[config.mk]
export PLATFORM = sky130hd
export DESIGN_NAME = segre_ifill_unit_flat
export DESIGN_NICKNAME = d
export VERILOG_FILES = /design/src/rtl/segre_ifill_unit_if.sv /design/src/rtl/segre_ifill_unit.sv /design/src/flat_wrapper.sv
export SDC_FILE = /design/constraint.sdc
export NUM_CORES = 1
export LEC_CHECK = 0
export BUFFER_PORTS_ARGS = -buffer_cell sky130_fd_sc_hd__buf_2
export CORE_MARGIN = 10
export CORE_UTILIZATION = 35
export CTS_BUF_LIST = sky130_fd_sc_hd__clkbuf_4 sky130_fd_sc_hd__clkbuf_8
export CTS_CLUSTER_SIZE = 40
export DETAILED_ROUTE_END_ITERATION = 10
export GPL_TIMING_DRIVEN = 0
export HOLD_SLACK_MARGIN = 0.05
export SYNTH_ARGS = -nofsm -noshare
export SYNTH_HDL_FRONTEND = slang
export SYNTH_SLANG_ARGS = --single-unit
[constraint.sdc]
create_clock -name clk_i -period 1.6 [get_ports clk_i]
set_input_delay 0.08 -clock clk_i [delete_from_list [all_inputs] [get_ports clk_i]]
set_output_delay 0.08 -clock clk_i [all_outputs]
set_load 0.005 [all_outputs]
[src/rtl/segre_ifill_unit_if.sv]
// rtl/segre_ifill_unit_if.sv - memory-side line request/return bus of the fill engine
interface segre_ifill_unit_if #(
   parameter int ADDR_SIZE = 32,
   parameter int WORD_SIZE = 32
);
   logic                 mem_req_o;
   logic [ADDR_SIZE-1:0] mem_addr_o;
   logic                 mem_gnt_i;
   logic                 mem_rvalid_i;
   logic [WORD_SIZE-1:0] mem_rdata_i;

   modport master (
      output mem_req_o,
      output mem_addr_o,
      input  mem_gnt_i,
      input  mem_rvalid_i,
      input  mem_rdata_i
   );

   modport slave (
      input  mem_req_o,
      input  mem_addr_o,
      output mem_gnt_i,
      output mem_rvalid_i,
      output mem_rdata_i
   );
endinterface

[src/rtl/segre_ifill_unit.sv]
// rtl/segre_ifill_unit.sv - instruction-line fill engine between fetch miss and main memory
module segre_ifill_unit #(
   parameter int ADDR_SIZE             = 32,
   parameter int WORD_SIZE             = 32,
   parameter int CACHE_LINE_SIZE_BYTES = 16
) (
   input  logic                                  clk_i,
   input  logic                                  rst_i,
   input  logic                                  req_i,
   input  logic [ADDR_SIZE-1:0]                  addr_i,
   input  logic                                  flush_i,
   output logic [CACHE_LINE_SIZE_BYTES-1:0][7:0] line_o,
   output logic                                  ready_o,
   output logic                                  busy_o,
   segre_ifill_unit_if.master                    mem_if
);
   localparam int NBEATS = CACHE_LINE_SIZE_BYTES * 8 / WORD_SIZE;
   localparam int BEAT_W = (NBEATS > 1) ? $clog2(NBEATS) : 1;
   localparam int LINE_W = CACHE_LINE_SIZE_BYTES * 8;

   localparam logic [ADDR_SIZE-1:0] OFFSET_MASK = ADDR_SIZE'(CACHE_LINE_SIZE_BYTES - 1);
   localparam logic [BEAT_W-1:0]    LAST_BEAT   = BEAT_W'(NBEATS - 1);

   localparam logic [1:0] ST_IDLE = 2'd0;
   localparam logic [1:0] ST_REQ  = 2'd1;
   localparam logic [1:0] ST_BEAT = 2'd2;
   localparam logic [1:0] ST_DONE = 2'd3;

   logic [1:0]           state_q, state_d;
   logic [ADDR_SIZE-1:0] addr_q,  addr_d;
   logic [BEAT_W-1:0]    beat_q,  beat_d;
   logic                 abort_q, abort_d;
   logic [LINE_W-1:0]    line_q,  line_d;

   always_comb begin
      state_d = state_q;
      addr_d  = addr_q;
      beat_d  = beat_q;
      abort_d = abort_q;
      line_d  = line_q;

      case (state_q)
         ST_IDLE: begin
            abort_d = 1'b0;
            beat_d  = '0;
            // A redirect in the same cycle as the miss means the miss PC is already stale.
            if (req_i && !flush_i) begin
               addr_d  = addr_i & ~OFFSET_MASK;
               state_d = ST_REQ;
            end
         end

         ST_REQ: begin
            if (flush_i) begin
               abort_d = 1'b1;
            end
            if (mem_if.mem_gnt_i) begin
               state_d = ST_BEAT;
            end
         end

         ST_BEAT: begin
            if (flush_i) begin
               abort_d = 1'b1;
            end
            // Beats are still absorbed after a flush so the memory transaction drains cleanly.
            if (mem_if.mem_rvalid_i) begin
               for (int b = 0; b < NBEATS; b++) begin
                  if (beat_q == BEAT_W'(b)) begin
                     line_d[b*WORD_SIZE +: WORD_SIZE] = mem_if.mem_rdata_i;
                  end
               end
               if (beat_q == LAST_BEAT) begin
                  beat_d  = '0;
                  state_d = ST_DONE;
               end else begin
                  beat_d = beat_q + 1'b1;
               end
            end
         end

         ST_DONE: begin
            abort_d = 1'b0;
            state_d = ST_IDLE;
         end

         default: begin
            state_d = ST_IDLE;
         end
      endcase
   end

   always_ff @(posedge clk_i) begin
      if (rst_i) begin
         state_q <= ST_IDLE;
         addr_q  <= '0;
         beat_q  <= '0;
         abort_q <= 1'b0;
         line_q  <= '0;
      end else begin
         state_q <= state_d;
         addr_q  <= addr_d;
         beat_q  <= beat_d;
         abort_q <= abort_d;
         line_q  <= line_d;
      end
   end

   // flush_i is looked at directly so a redirect landing in the DONE cycle still suppresses the pulse.
   assign ready_o           = (state_q == ST_DONE) && !abort_q && !flush_i;
   assign busy_o            = (state_q != ST_IDLE);
   assign line_o            = line_q;
   assign mem_if.mem_req_o  = (state_q == ST_REQ);
   assign mem_if.mem_addr_o = addr_q;
endmodule
[src/flat_wrapper.sv]
// flat-port wrapper written by rule: the top's interface ports become plain ports
module segre_ifill_unit_flat 
#(
   parameter int ADDR_SIZE             = 32,
   parameter int WORD_SIZE             = 32,
   parameter int CACHE_LINE_SIZE_BYTES = 16
)
  (clk_i, rst_i, req_i, addr_i, flush_i, line_o, ready_o, busy_o, mem_if_mem_req_o, mem_if_mem_addr_o, mem_if_mem_gnt_i, mem_if_mem_rvalid_i, mem_if_mem_rdata_i);
  segre_ifill_unit_if #(.ADDR_SIZE(ADDR_SIZE), .WORD_SIZE(WORD_SIZE)) mem_if_i ();
  input  logic clk_i;
  input  logic rst_i;
  input  logic req_i;
  input  logic [ADDR_SIZE-1:0] addr_i;
  input  logic flush_i;
  output logic [CACHE_LINE_SIZE_BYTES-1:0][7:0] line_o;
  output logic ready_o;
  output logic busy_o;
  output wire logic [$bits(mem_if_i.mem_req_o)-1:0] mem_if_mem_req_o;
  output wire logic [$bits(mem_if_i.mem_addr_o)-1:0] mem_if_mem_addr_o;
  input wire logic [$bits(mem_if_i.mem_gnt_i)-1:0] mem_if_mem_gnt_i;
  input wire logic [$bits(mem_if_i.mem_rvalid_i)-1:0] mem_if_mem_rvalid_i;
  input wire logic [$bits(mem_if_i.mem_rdata_i)-1:0] mem_if_mem_rdata_i;
  assign mem_if_mem_req_o = mem_if_i.mem_req_o;
  assign mem_if_mem_addr_o = mem_if_i.mem_addr_o;
  assign mem_if_i.mem_gnt_i = mem_if_mem_gnt_i;
  assign mem_if_i.mem_rvalid_i = mem_if_mem_rvalid_i;
  assign mem_if_i.mem_rdata_i = mem_if_mem_rdata_i;
  segre_ifill_unit #(.ADDR_SIZE(ADDR_SIZE), .WORD_SIZE(WORD_SIZE), .CACHE_LINE_SIZE_BYTES(CACHE_LINE_SIZE_BYTES)) u_core (.clk_i(clk_i), .rst_i(rst_i), .req_i(req_i), .addr_i(addr_i), .flush_i(flush_i), .line_o(line_o), .ready_o(ready_o), .busy_o(busy_o), .mem_if(mem_if_i));
endmodule
Word-level counts from Yosys, hierarchy flattened
Index checks and enable logic that the tools add are counted.
{ "classes": {"n_reduce_logical": 18, "n_mux": 10, "eq_ne": 11, "n_addsub": 1} }
{ "ops": {"columns": ["cell", "n"], "rows": [
  ["two-way mux 2 bit", 6],
  ["AND reduction 3 bit", 4],
  ["== test 2 bit, second input constant", 4],
  ["!= test 2 x 1 -> 1 bit, second input constant", 4],
  ["one-hot mux 2 bit (4 select lines)", 1],
  ["== test 2 x 1 -> 1 bit, second input constant", 2],
  ["logical NOT 2 bit", 2],
  ["one-hot mux 2 bit (2 select lines)", 1],
  ["AND reduction 2 bit", 2],
  ["AND reduction 4 bit", 1],
  ["nonzero test 2 bit", 2],
  ["OR reduction 2 bit", 2],
  ["logical AND 1 bit", 3],
  ["adder 2 x 1 -> 2 bit, second input constant", 1],
  ["logical NOT 1 bit", 2],
  ["!= test 2 bit, second input constant", 1],
  ["one-hot mux 1 bit (2 select lines)", 1],
  ["two-way mux 1 bit", 1]
]} }
{ "totals": {"word_cells": 48, "in_bits": 70, "out_inout_bits": 163, "regBits": 161} }

Longest topological paths before layout
Gate-level depths: netlist of run 1.
{ "depth": {"word_depth": 4, "mapped_depth": 7, "depth_no_buf": 5} }

Worst setup path before layout of run 1
OpenSTA, ideal clock, no wires.
{ "synth_timing": {"kind": "reg-to-reg", "start": "register u_core.state_q[0]", "end": "register u_core.line_q[10] (netlist: u_core.line_o[10])", "period_less_slack_ns": 1.425, "path_slack_ns": 0.175, "required_ns": 1.468, "arrival_time_ns": 1.293, "path_stages_with_launch": 8, "setup_ns": 0.132, "n_path_buf": 2, "cell_sequence": "dfxtp_1 > inv_1 > ha_1 > and3_2 > buf_2 > buf_2 > nand2_1 > a21oi_1"} }
{ "synth_between": {"elab_chain_len": 2} }
{ "synth_lines": {"columns": ["element", "line_no", "rtl"], "rows": [
  ["start, declared", "segre_ifill_unit.sv:29", "logic [1:0] state_q, state_d;"],
  ["start signal, assigned", "segre_ifill_unit.sv:101", "state_q <= state_d;"],
  ["== test 2 bit", "segre_ifill_unit.sv:42", "case (state_q)"],
  ["AND reduction 3 bit (no line)", null, null],
  ["end signal, assigned", "segre_ifill_unit.sv:105", "line_q <= line_d;"],
  ["end, declared", "segre_ifill_unit.sv:33", "logic [LINE_W-1:0] line_q, line_d;"]
]} }
Every way passes these cells.
A chain may end at the register's enable or synchronous reset.

Final worst setup path of run 1
{ "layout_timing": {"start": "register u_core.state_q[1]", "end": "register u_core.addr_q[26] (netlist: u_core.mem_if.mem_addr_o[26])"} }
{ "layout_between": {"elab_chain_len": 2} }
{ "layout_lines": {"columns": ["element", "line_no", "rtl"], "rows": [
  ["logical NOT 2 bit", "segre_ifill_unit.sv:42", null],
  ["AND reduction 2 bit (no line)", null, null],
  ["end signal, assigned", "segre_ifill_unit.sv:102", "addr_q <= addr_d;"],
  ["end, declared", "segre_ifill_unit.sv:30", "logic [ADDR_SIZE-1:0] addr_q, addr_d;"]
]} }
Every way passes these cells.

==> impl_metrics.tcl, run 1 <==
set metrics [dict create \
    cts_buffers 17 \
    worstHoldPathCells 4 \
    grt_pass1_vias 5741 \
    crit_fanout 10 \
    p_leak_nw 3.65 \
    grt_first_pass_wirelength_um 31600 \
    syn_area_um2 5810 \
    synth_area_per_cell_um2 7.96 \
    synth_ff_type "dfxtp_1" \
    drt-initial-drc-count 241 \
    drive_gt1_share_pct 29.6 \
    synthAdderAreaFrac_pct 2.15 \
    cts-root-buf "clkbuf_8" \
    h-tree-depth 4 \
    routed_wl_um 20600 \
    synth_compound_area_share_pct 14.0 \
    multi_input_area_um2 2320 \
    fin_crit_sh_pct 93.7 \
    synthTopCellsByArea "dfxtp_1 (55%), nand2_1 (20%), a21oi_1 (13%)" \
    cp-startpoint "u_core.state_q[1]" \
    regArea_um2 3230 \
    antennaDiodeCount 0 \
    dr.pass1.iters 4 \
    rr_startpoint "u_core.state_q[1]" \
    wire_per_inst_um 16.2 \
    grtUsageTotal_pct 18.0 \
    synth_commonest_cells "nand2_1 (312), dfxtp_1 (161), a21oi_1 (156), clkbuf_1 (26), buf_2 (16)" \
    pin_count 233 \
    clock_path_buffers 2 \
    vdd_drop_max_mv 0.550 \
    grt_max_degree 17 \
    cp_slowest_cell "dfxtp_4" \
    route.detailed.drc 0 \
    clock_latency_ps 450 \
    r2r_slack_ps 100 \
    synth.most_common_cell "nand2_1" \
    period_needed_ps 1500 \
    die-width_um 149 \
    hp-class "in2reg" \
    crit_chain "inv_1, ha_4, and3b_1, clkbuf_4, buf_4, nand2_1, a21oi_1" \
    hold_ws_ps 93.2 \
    synthToLayoutAreaGrowth_pct 43.9 \
    utilization_pct 51.0 \
    path_clk_slew_ps 80 \
    synth_top_cell_area_share_pct 55.4 \
    worstPathRequired_ps 1960 \
    initial_core_util_pct 35.4 \
    end_kind "flip-flop" \
    antenna_found_initial 0 \
    nets 1120 \
    yosys-mux-area-fraction_pct 0.517 \
    io_buffers 223 \
    ant_nets 0 \
    vias 5769 \
    coreArea_um2 16400 \
    die_y_um 149 \
    max_freq_mhz 667 \
    dieArea_um2 22200 \
    fill_cells 1640 \
    hold_start "req_i" \
    whs_endpoint "u_core.state_q[0]" \
    placementRows 47 \
    setup_violations 0 \
    post-dp-hpwl_um 14800 \
    yosys.area_share.simple_pct 22.4 \
    stdcell_area_um2 8360 \
    slew_violations 0 \
    r2r_end "u_core.mem_if.mem_addr_o[26]" \
    yosys_warnings 0 \
    skew_ps 16.9 \
    synth_cell_types 26 \
    synth_async_sr_flop_share_pct 0 \
    cap_viol_max_count 0 \
    tightest_slew_ps 663 \
    synth_top_family_by_area "simple AND/OR/NAND/NOR gates" \
    fin_ws_ps 100 \
    synth_area_leader_cell "dfxtp_1" \
    worstSetupPathType "reg2reg" \
    synth-xor-area-share_pct 0 \
    total_power_mw 8.83 \
    slowest_delay_ps 370 \
    p_per_area_nw_per_um2 1060 \
    crit_arrival_ps 1860 \
    startpoint_type "flip-flop" \
    syn_inst 730 \
    synth_edf_count 0 \
    slew_headroom_pct 55.8 \
    seq_area_frac_synth_pct 55.4 \
    status "finished, final reports clean" \
    pre_cts_slack_ps -265 \
    cts_sinks 161 \
    vias_per_cell 4.54 \
    final_hold_viol_count 0 \
    cts_tree "yes" \
    gp_routability_congestion 0.787 \
    dpl_cell_area_um2 7220 \
    rr_worst_depth 7 \
    ys_ff_latch 161 \
    grt_overflow 0 \
]
## cells in the final DEF (no fill, tap or decap), types with 2 or more instances in the layout
cell and n:
a32oi_1 2, and3_2 4, buf_4 19, or2b_2 2, clkbuf_2 6, inv_1 5, mux2i_1 3, buf_2 231
nand2_1 312, a21oi_1 156, conb_1 4, bufinv_16 3, dfxtp_2 2, nand3_1 3, buf_6 3, clkinvlp_4 2
dfxtp_1 158, clkbuf_4 8, clkbuf_8 20, clkinv_2 2, clkbuf_1 14, nor2_1 5, dlygate4sd3_1 63, ha_1 7
ha_4 2
## layer usage
layer | share of wire [%] | wire length (um) | vias to the layer above | global-route usage, %
met5 | 0 | 0 | - | 0
met4 | 0.91 | 187 | 0 | 4.51
met3 | 8.6 | 1780 | 12 | 7.49
met2 | 46 | 9390 | 186 | 28.8
met1 | 45 | 9240 | 2616 | 22.1
li1 | - | - | 2955 | -
## state kept, by name, summed over array words and instances (netlist names)
register / cells
u_core.state_q: 2
u_core.beat_q: 2
u_core.abort_q: 1
u_core.line_o: 128
u_core.mem_if.mem_addr_o: 28
## per-stage QoR
step	TNS [ps]	std cells
floorplan	0	733
global placement	-25650	1176
detailed placement	-23860	1176
CTS	-318	1271
global route	-4.84	1271
finish	0	1271
## worst max-delay path: cells and delay by family, from the launching register on
family / cells / cell delay (ps)
fa+ha+maj: 1 / 180
simple gates: 2 / 230
compound gates: 1 / 130
buf+inv: 3 / 540
flops: 1 / 370
## worst max-delay path by stage
| stage | end | cells past startpoint | slack, ps |
|---|---|---|---|
| final | u_core.mem_if.mem_addr_o[26] | 7 | 100 |
| after global routing | u_core.mem_if.mem_addr_o[26] | 7 | -5 |
| after floorplan | u_core.line_o[10] | 7 | 180 |
| after detailed placement | u_core.line_o[99] | 6 | -270 |
| after CTS | u_core.line_o[1] | 7 | -30 |
| after global placement | u_core.line_o[99] | 6 | -260 |
## power by group
part           internal, mW  switching, mW
clock                  1.65           1.47
sequential             4.19          0.102
combinational         0.645          0.773
total                  6.48           2.34
## kinds of logic (layout without fill, tap and decap cells)
group                    Yosys count  after routing
other                              1              4
multiplexers                       3              3
adder cells (fa/ha/maj)           10             10
AND/OR/NAND/NOR                  333            333
AO/OA/AOI/OAI                    160            160
buffers and inverters             62            380
flip-flops                       161            161
## layout make-up
cell class              count  share of cell area [%]
multi-input cells         510                    27.7
flip-flops and latches    161                    38.6
repair buffers            288                    21.1
clock inverters             9                    1.59
well taps                 220                    3.29
plain buffers              56                    4.14
clock buffers              21                    3.31
inverters                   6                   0.269
## what timing repair did
item | 4_1_cts | 5_1_grt
hold buffers | 63 | 0
hold endpoints to repair | 159 | 0
gates resized for setup | 24 | 19
pin swaps | 1 | 1
setup endpoints to repair | 140 | 142
setup buffers | 2 | 0
Note: power is estimated with default switching activity, not from simulation.
==> run 2, diff against run 1 <==
- ABC_AREA: default -> 1
- CORE_UTILIZATION: 35 -> 50
- PLACE_DENSITY: default -> 0.82
==> impl_metrics.tcl, run 2 <==
set metrics [dict create \
    combPwrFrac_pct 20.4 \
    vias 6268 \
    synth_edf_count 0 \
    gp_routability_congestion 0.813 \
    p_per_area_nw_per_um2 1170 \
    status "finished, final reports clean" \
    placementRows 39 \
    final_hold_viol_count 0 \
    pin_count 233 \
    synthTopCellsByArea "dfxtp_1 (54%), a21oi_1 (13%), o21ai_0 (13%)" \
    period_needed_ps 1560 \
    cts_buffers 17 \
    grtUsageTotal_pct 25.0 \
    vias_per_cell 5.20 \
    cap_viol_max_count 0 \
    crit_fanout 10 \
    nets 1126 \
    rr_startpoint "u_core.state_q[1]" \
    syn_inst 737 \
    crit_chain "inv_1, ha_2, nand3_2, buf_6, clkbuf_4, o21ai_0, a21oi_1" \
    dieArea_um2 16600 \
    yosys_warnings 0 \
    coreArea_um2 11500 \
    die-width_um 129 \
    synth_commonest_cells "inv_1 (166), dfxtp_1 (161), a21oi_1 (158), o21ai_0 (157), clkbuf_1 (32)" \
    dr.pass1.iters 5 \
    synth_async_sr_flop_share_pct 0 \
    synthToLayoutAreaGrowth_pct 42.2 \
    vdd_drop_max_mv 0.820 \
    dp_cells 1106 \
    slowest_delay_ps 380 \
    cts_tree "yes" \
    route.detailed.drc 0 \
    seq_area_frac_synth_pct 54.2 \
    syn_area_um2 5940 \
    endpoint "u_core.mem_if.mem_addr_o[27]" \
    crit_arrival_ps 1900 \
    total_power_mw 9.89 \
    worstPathRequired_ps 1930 \
    r2r_end "u_core.mem_if.mem_addr_o[27]" \
    io_buffers 223 \
    grt_overflow 0 \
    cp-startpoint "u_core.state_q[1]" \
    drive_gt1_share_pct 28.5 \
    startpoint_type "flip-flop" \
    h-tree-depth 4 \
    slew_violations 0 \
    switching_power_mw 2.87 \
    wire_per_inst_um 17.9 \
    p_leak_nw 3.77 \
    cts_sinks 161 \
    grt_max_degree 17 \
    ant_nets 0 \
    cts-root-buf "clkbuf_8" \
    drt-initial-drc-count 414 \
    initial_core_util_pct 51.6 \
    synth_ff_type "dfxtp_1" \
    max_freq_mhz 641 \
    ys_ff_latch 161 \
    final_cell_mix "buf_2 (232), inv_1 (165), dfxtp_1 (159), a21oi_1 (158), o21ai_0 (151)" \
    die_y_um 129 \
    clock_power_share_pct 33.2 \
    hp-class "in2reg" \
    hold_start "mem_if_mem_gnt_i" \
    fin_cells 1205 \
    worstSetupPathType "reg2reg" \
    routed_wl_um 21600 \
    p_sw_share_pct 29.1 \
    skew_ps 10.4 \
    path_clk_slew_ps 80 \
    rr_worst_depth 7 \
    intPower_mw 7.02 \
    clock_latency_ps 450 \
    grt_pass1_vias 6142 \
    post-dp-hpwl_um 14200 \
    fin_crit_sh_pct 97.6 \
    synth_area_leader_cell "dfxtp_1" \
    antenna_found_initial 1 \
    fin_tns_setup_ps 0 \
    setup_violations 0 \
    cp_slowest_cell "dfxtp_4" \
    r2r_slack_ps 40 \
    end_kind "flip-flop" \
    synth_cell_types 18 \
    synth_area_per_cell_um2 8.06 \
    grt_first_pass_wirelength_um 32900 \
    synth_top_cell_area_share_pct 54.2 \
    final_common_cell "buf_2" \
    largest_reg_flops 128 \
    synth.most_common_cell "inv_1" \
    pwr-share-seq_pct 46.3 \
    clock_path_buffers 2 \
]
[run 2: timing repair]
item	4_1_cts	5_1_grt
endpoints found under the hold margin	159	4
setup buffers	0	0
setup endpoints to repair	129	141
gates resized for setup	31	17
hold buffers	63	1
[run 2: final cells by class]
type                            count  area [um^2]
Antenna cell                        3         7.51
Buffer                             52          284
Clock buffer                       24          324
Clock inverter                      8          124
Fill cell                         886         3070
Inverter                          167          627
Multi-Input combinational cell    360         1920
Sequential cell                   161         3230
Tap cell                          143          179
Timing Repair Buffer              287         1760
[run 2: power groups by stage]
stage | Sequential (mW) | Clock (mW) | Combinational, mW
floorplan | 4.66 | 0 | 0.923
global placement | 4.62 | 0 | 1.69
detailed placement | 4.64 | 0 | 1.71
CTS | 4.55 | 3.30 | 1.88
global route | 4.62 | 3.47 | 2.26
finish | 4.58 | 3.29 | 2.02
[run 2: how the worst min path moves through the flow]
stage                     depth (start not counted)                 to  slack, ps
after global routing                              6  u_core.state_q[0]        180
after detailed placement                          2   u_core.beat_q[1]        310
after CTS                                         3  u_core.line_o[51]        -70
after floorplan                                   1   u_core.beat_q[1]        150
after global placement                            2   u_core.beat_q[1]        290
final                                             6  u_core.state_q[1]        100
[run 2: critical path, delay by kind of cell (launching register included)]
family	cells	cell delay, ps
AO/OA/AOI/OAI	2	270
adder cells (fa/ha/maj)	1	210
flip-flops	1	380
AND/OR/NAND/NOR	1	140
buffers and inverters	3	450
[run 2: metrics by stage]
stage	cell area [um^2]	utilization, %	hold WS (ps)	worst slack [ps]
floorplan	5950	-	149	227
global placement	7250	63.0	292	-171
detailed placement	7250	63.0	307	-224
CTS	8380	72.8	-66.3	-54.5
global route	8440	73.3	177	-12.6
finish	8450	73.4	102	38.9
[run 2: cell families (layout without fill, tap and decap cells)]
logic type | Yosys count | count (layout) | share of synthesized area (%)
compound gates | 315 | 315 | 26.5
buf+inv | 219 | 538 | 14.5
flops | 161 | 161 | 54.2
simple gates | 31 | 31 | 2.57
fa+ha+maj | 10 | 10 | 2.11
other cells | 1 | 7 | 0.0631
[run 2: metal layers]
metal	GRT usage, %	vias up	wire (um)
met2	41.5	321	10300
met4	13.0	0	878
li1	-	2967	-
met5	0	-	0
met1	28.0	2911	8390
met3	8.40	69	1970
==> run 3, diff against run 2 <==
- ABC_AREA: 1 -> 0
==> impl_metrics.tcl, run 3 (synthesis results as in run 1) <==
set metrics [dict create \
    final_common_cell "nand2_1" \
    vias_per_cell 5.06 \
    end_kind "flip-flop" \
    nets 1119 \
    cap_viol_max_count 0 \
    crit_arrival_ps 1900 \
    p_leak_nw 3.65 \
    crit_fanout 10 \
    dr.pass1.iters 5 \
    hp-class "in2reg" \
    worstPathRequired_ps 1980 \
    cts_sinks 161 \
    clock_path_buffers 2 \
    route.detailed.drc 0 \
    clock_latency_ps 450 \
    antenna_found_initial 1 \
    endpoint "u_core.line_o[28]" \
    crit_family "buffers and inverters" \
    rr_worst_depth 7 \
    cp-startpoint "u_core.state_q[0]" \
    worstSetupPathType "reg2reg" \
    hold_ws_ps 81.6 \
    crit_buf_inv 3 \
    coreArea_um2 11400 \
    slowest_delay_ps 340 \
    cts_tree "yes" \
    fin_crit_sh_pct 95.4 \
    vias 6048 \
    final_hold_viol_count 0 \
    grt_first_pass_wirelength_um 31700 \
    use_met1_pct 27.3 \
    p_per_area_nw_per_um2 1050 \
    r2r_slack_ps 70 \
    gr-usage-met3_pct 9.14 \
    hold_start "mem_if_mem_rvalid_i" \
    vdd_drop_max_mv 0.836 \
    slew_headroom_pct 57.3 \
    largest_reg_flops 128 \
    startpoint_type "flip-flop" \
    wire_per_inst_um 17.2 \
    h-tree-depth 4 \
    cts_buffers 17 \
    max_freq_mhz 655 \
    grt-busiest-layer "met2" \
    initial_core_util_pct 50.9 \
    post-dp-hpwl_um 14000 \
    drt-initial-drc-count 335 \
    total_power_mw 8.72 \
    gp_routability_congestion 0.792 \
    die_y_um 128 \
    skew_ps 9.33 \
    io_buffers 223 \
    fin_tns_setup_ps 0 \
    drive_gt1_share_pct 29.9 \
    grtUsageTotal_pct 24.3 \
    final_cell_mix "nand2_1 (312), buf_2 (230), dfxtp_1 (158), a21oi_1 (156), dlygate4sd3_1 (62)" \
    synthToLayoutAreaGrowth_pct 42.2 \
    slew_violations 0 \
    use_met2_pct 40.4 \
    crit_chain "inv_2, ha_4, and3_2, buf_2, buf_4, nand2_1, a21oi_1" \
    cp_slowest_cell "dfxtp_2" \
    die-width_um 128 \
    cp.depth 7 \
    placementRows 39 \
    routed_wl_um 20600 \
    grt_max_degree 17 \
    grt_pass1_vias 5917 \
    r2r_end "u_core.line_o[28]" \
    pin_count 233 \
    period_needed_ps 1530 \
    grt_overflow 0 \
    tightest_slew_ps 640 \
    status "finished, final reports clean" \
    rr_startpoint "u_core.state_q[0]" \
    setup_violations 0 \
    ant_nets 0 \
    cts-root-buf "clkbuf_8" \
    dieArea_um2 16300 \
    path_clk_slew_ps 90 \
]
[run 3: through the flow]
step	instance area [um^2]	setup WS (ps)	std cells	utilization, %
floorplan	5820	175	733	-
global placement	7120	-194	1099	62.3
detailed placement	7120	-235	1099	62.3
CTS	8200	-19.3	1194	71.8
global route	8270	-40.0	1195	72.4
finish	8270	73.6	1195	72.4
[run 3: routing by layer]
| layer | vias to the layer above | part of all wire (%) | wire (um) |
|---|---|---|---|
| li1 | 2955 | - | - |
| met1 | 2750 | 40 | 8150 |
| met2 | 290 | 48 | 9780 |
| met3 | 53 | 9.6 | 1980 |
| met4 | 0 | 3.3 | 670 |
| met5 | - | 0 | 0 |
[run 3: worst min path at each step]
stage | end | slack, ps | cells after the start
after floorplan | u_core.line_o[126] | 210 | 2
after global placement | u_core.mem_if.mem_addr_o[5] | 320 | 3
after detailed placement | u_core.mem_if.mem_addr_o[5] | 330 | 3
after CTS | u_core.beat_q[1] | 50 | 4
after global routing | u_core.beat_q[1] | 70 | 4
final | u_core.beat_q[1] | 80 | 4
[run 3: area by class of cell]
cell class                 instances  area, um^2
multi-input combinational        510        2330
buffer                            55         355
timing repair buffer             288        1760
inverter                           6        22.5
fill                             878        3150
tap                              143         179
clock inverter                     4        47.5
antenna                            1        2.50
sequential                       161        3230
clock buffer                      27         347
[run 3: where the power goes]
group / leakage, nW / internal, mW / total (mW) / switching [mW]
combinational: 2.14 / 0.670 / 1.47 / 0.802
sequential: 1.30 / 4.19 / 4.30 / 0.113
clock: 0.206 / 1.54 / 2.94 / 1.41
[run 3: worst register-to-register path, cell delays in order (launching register included)]
cell and delay, ps:
dfxtp_2 340, inv_2 130, ha_4 200, and3_2 180
buf_2 170, buf_4 210, nand2_1 70, a21oi_1 160
[run 3: timing repair]
action | CTS | global route
buffers inserted | 2 | 1
gates resized for setup | 24 | 22
hold buffers | 62 | 0
hold endpoints to repair | 159 | 0
cloned | 0 | 0
pin swaps | 2 | 1
setup endpoints to repair | 141 | 142
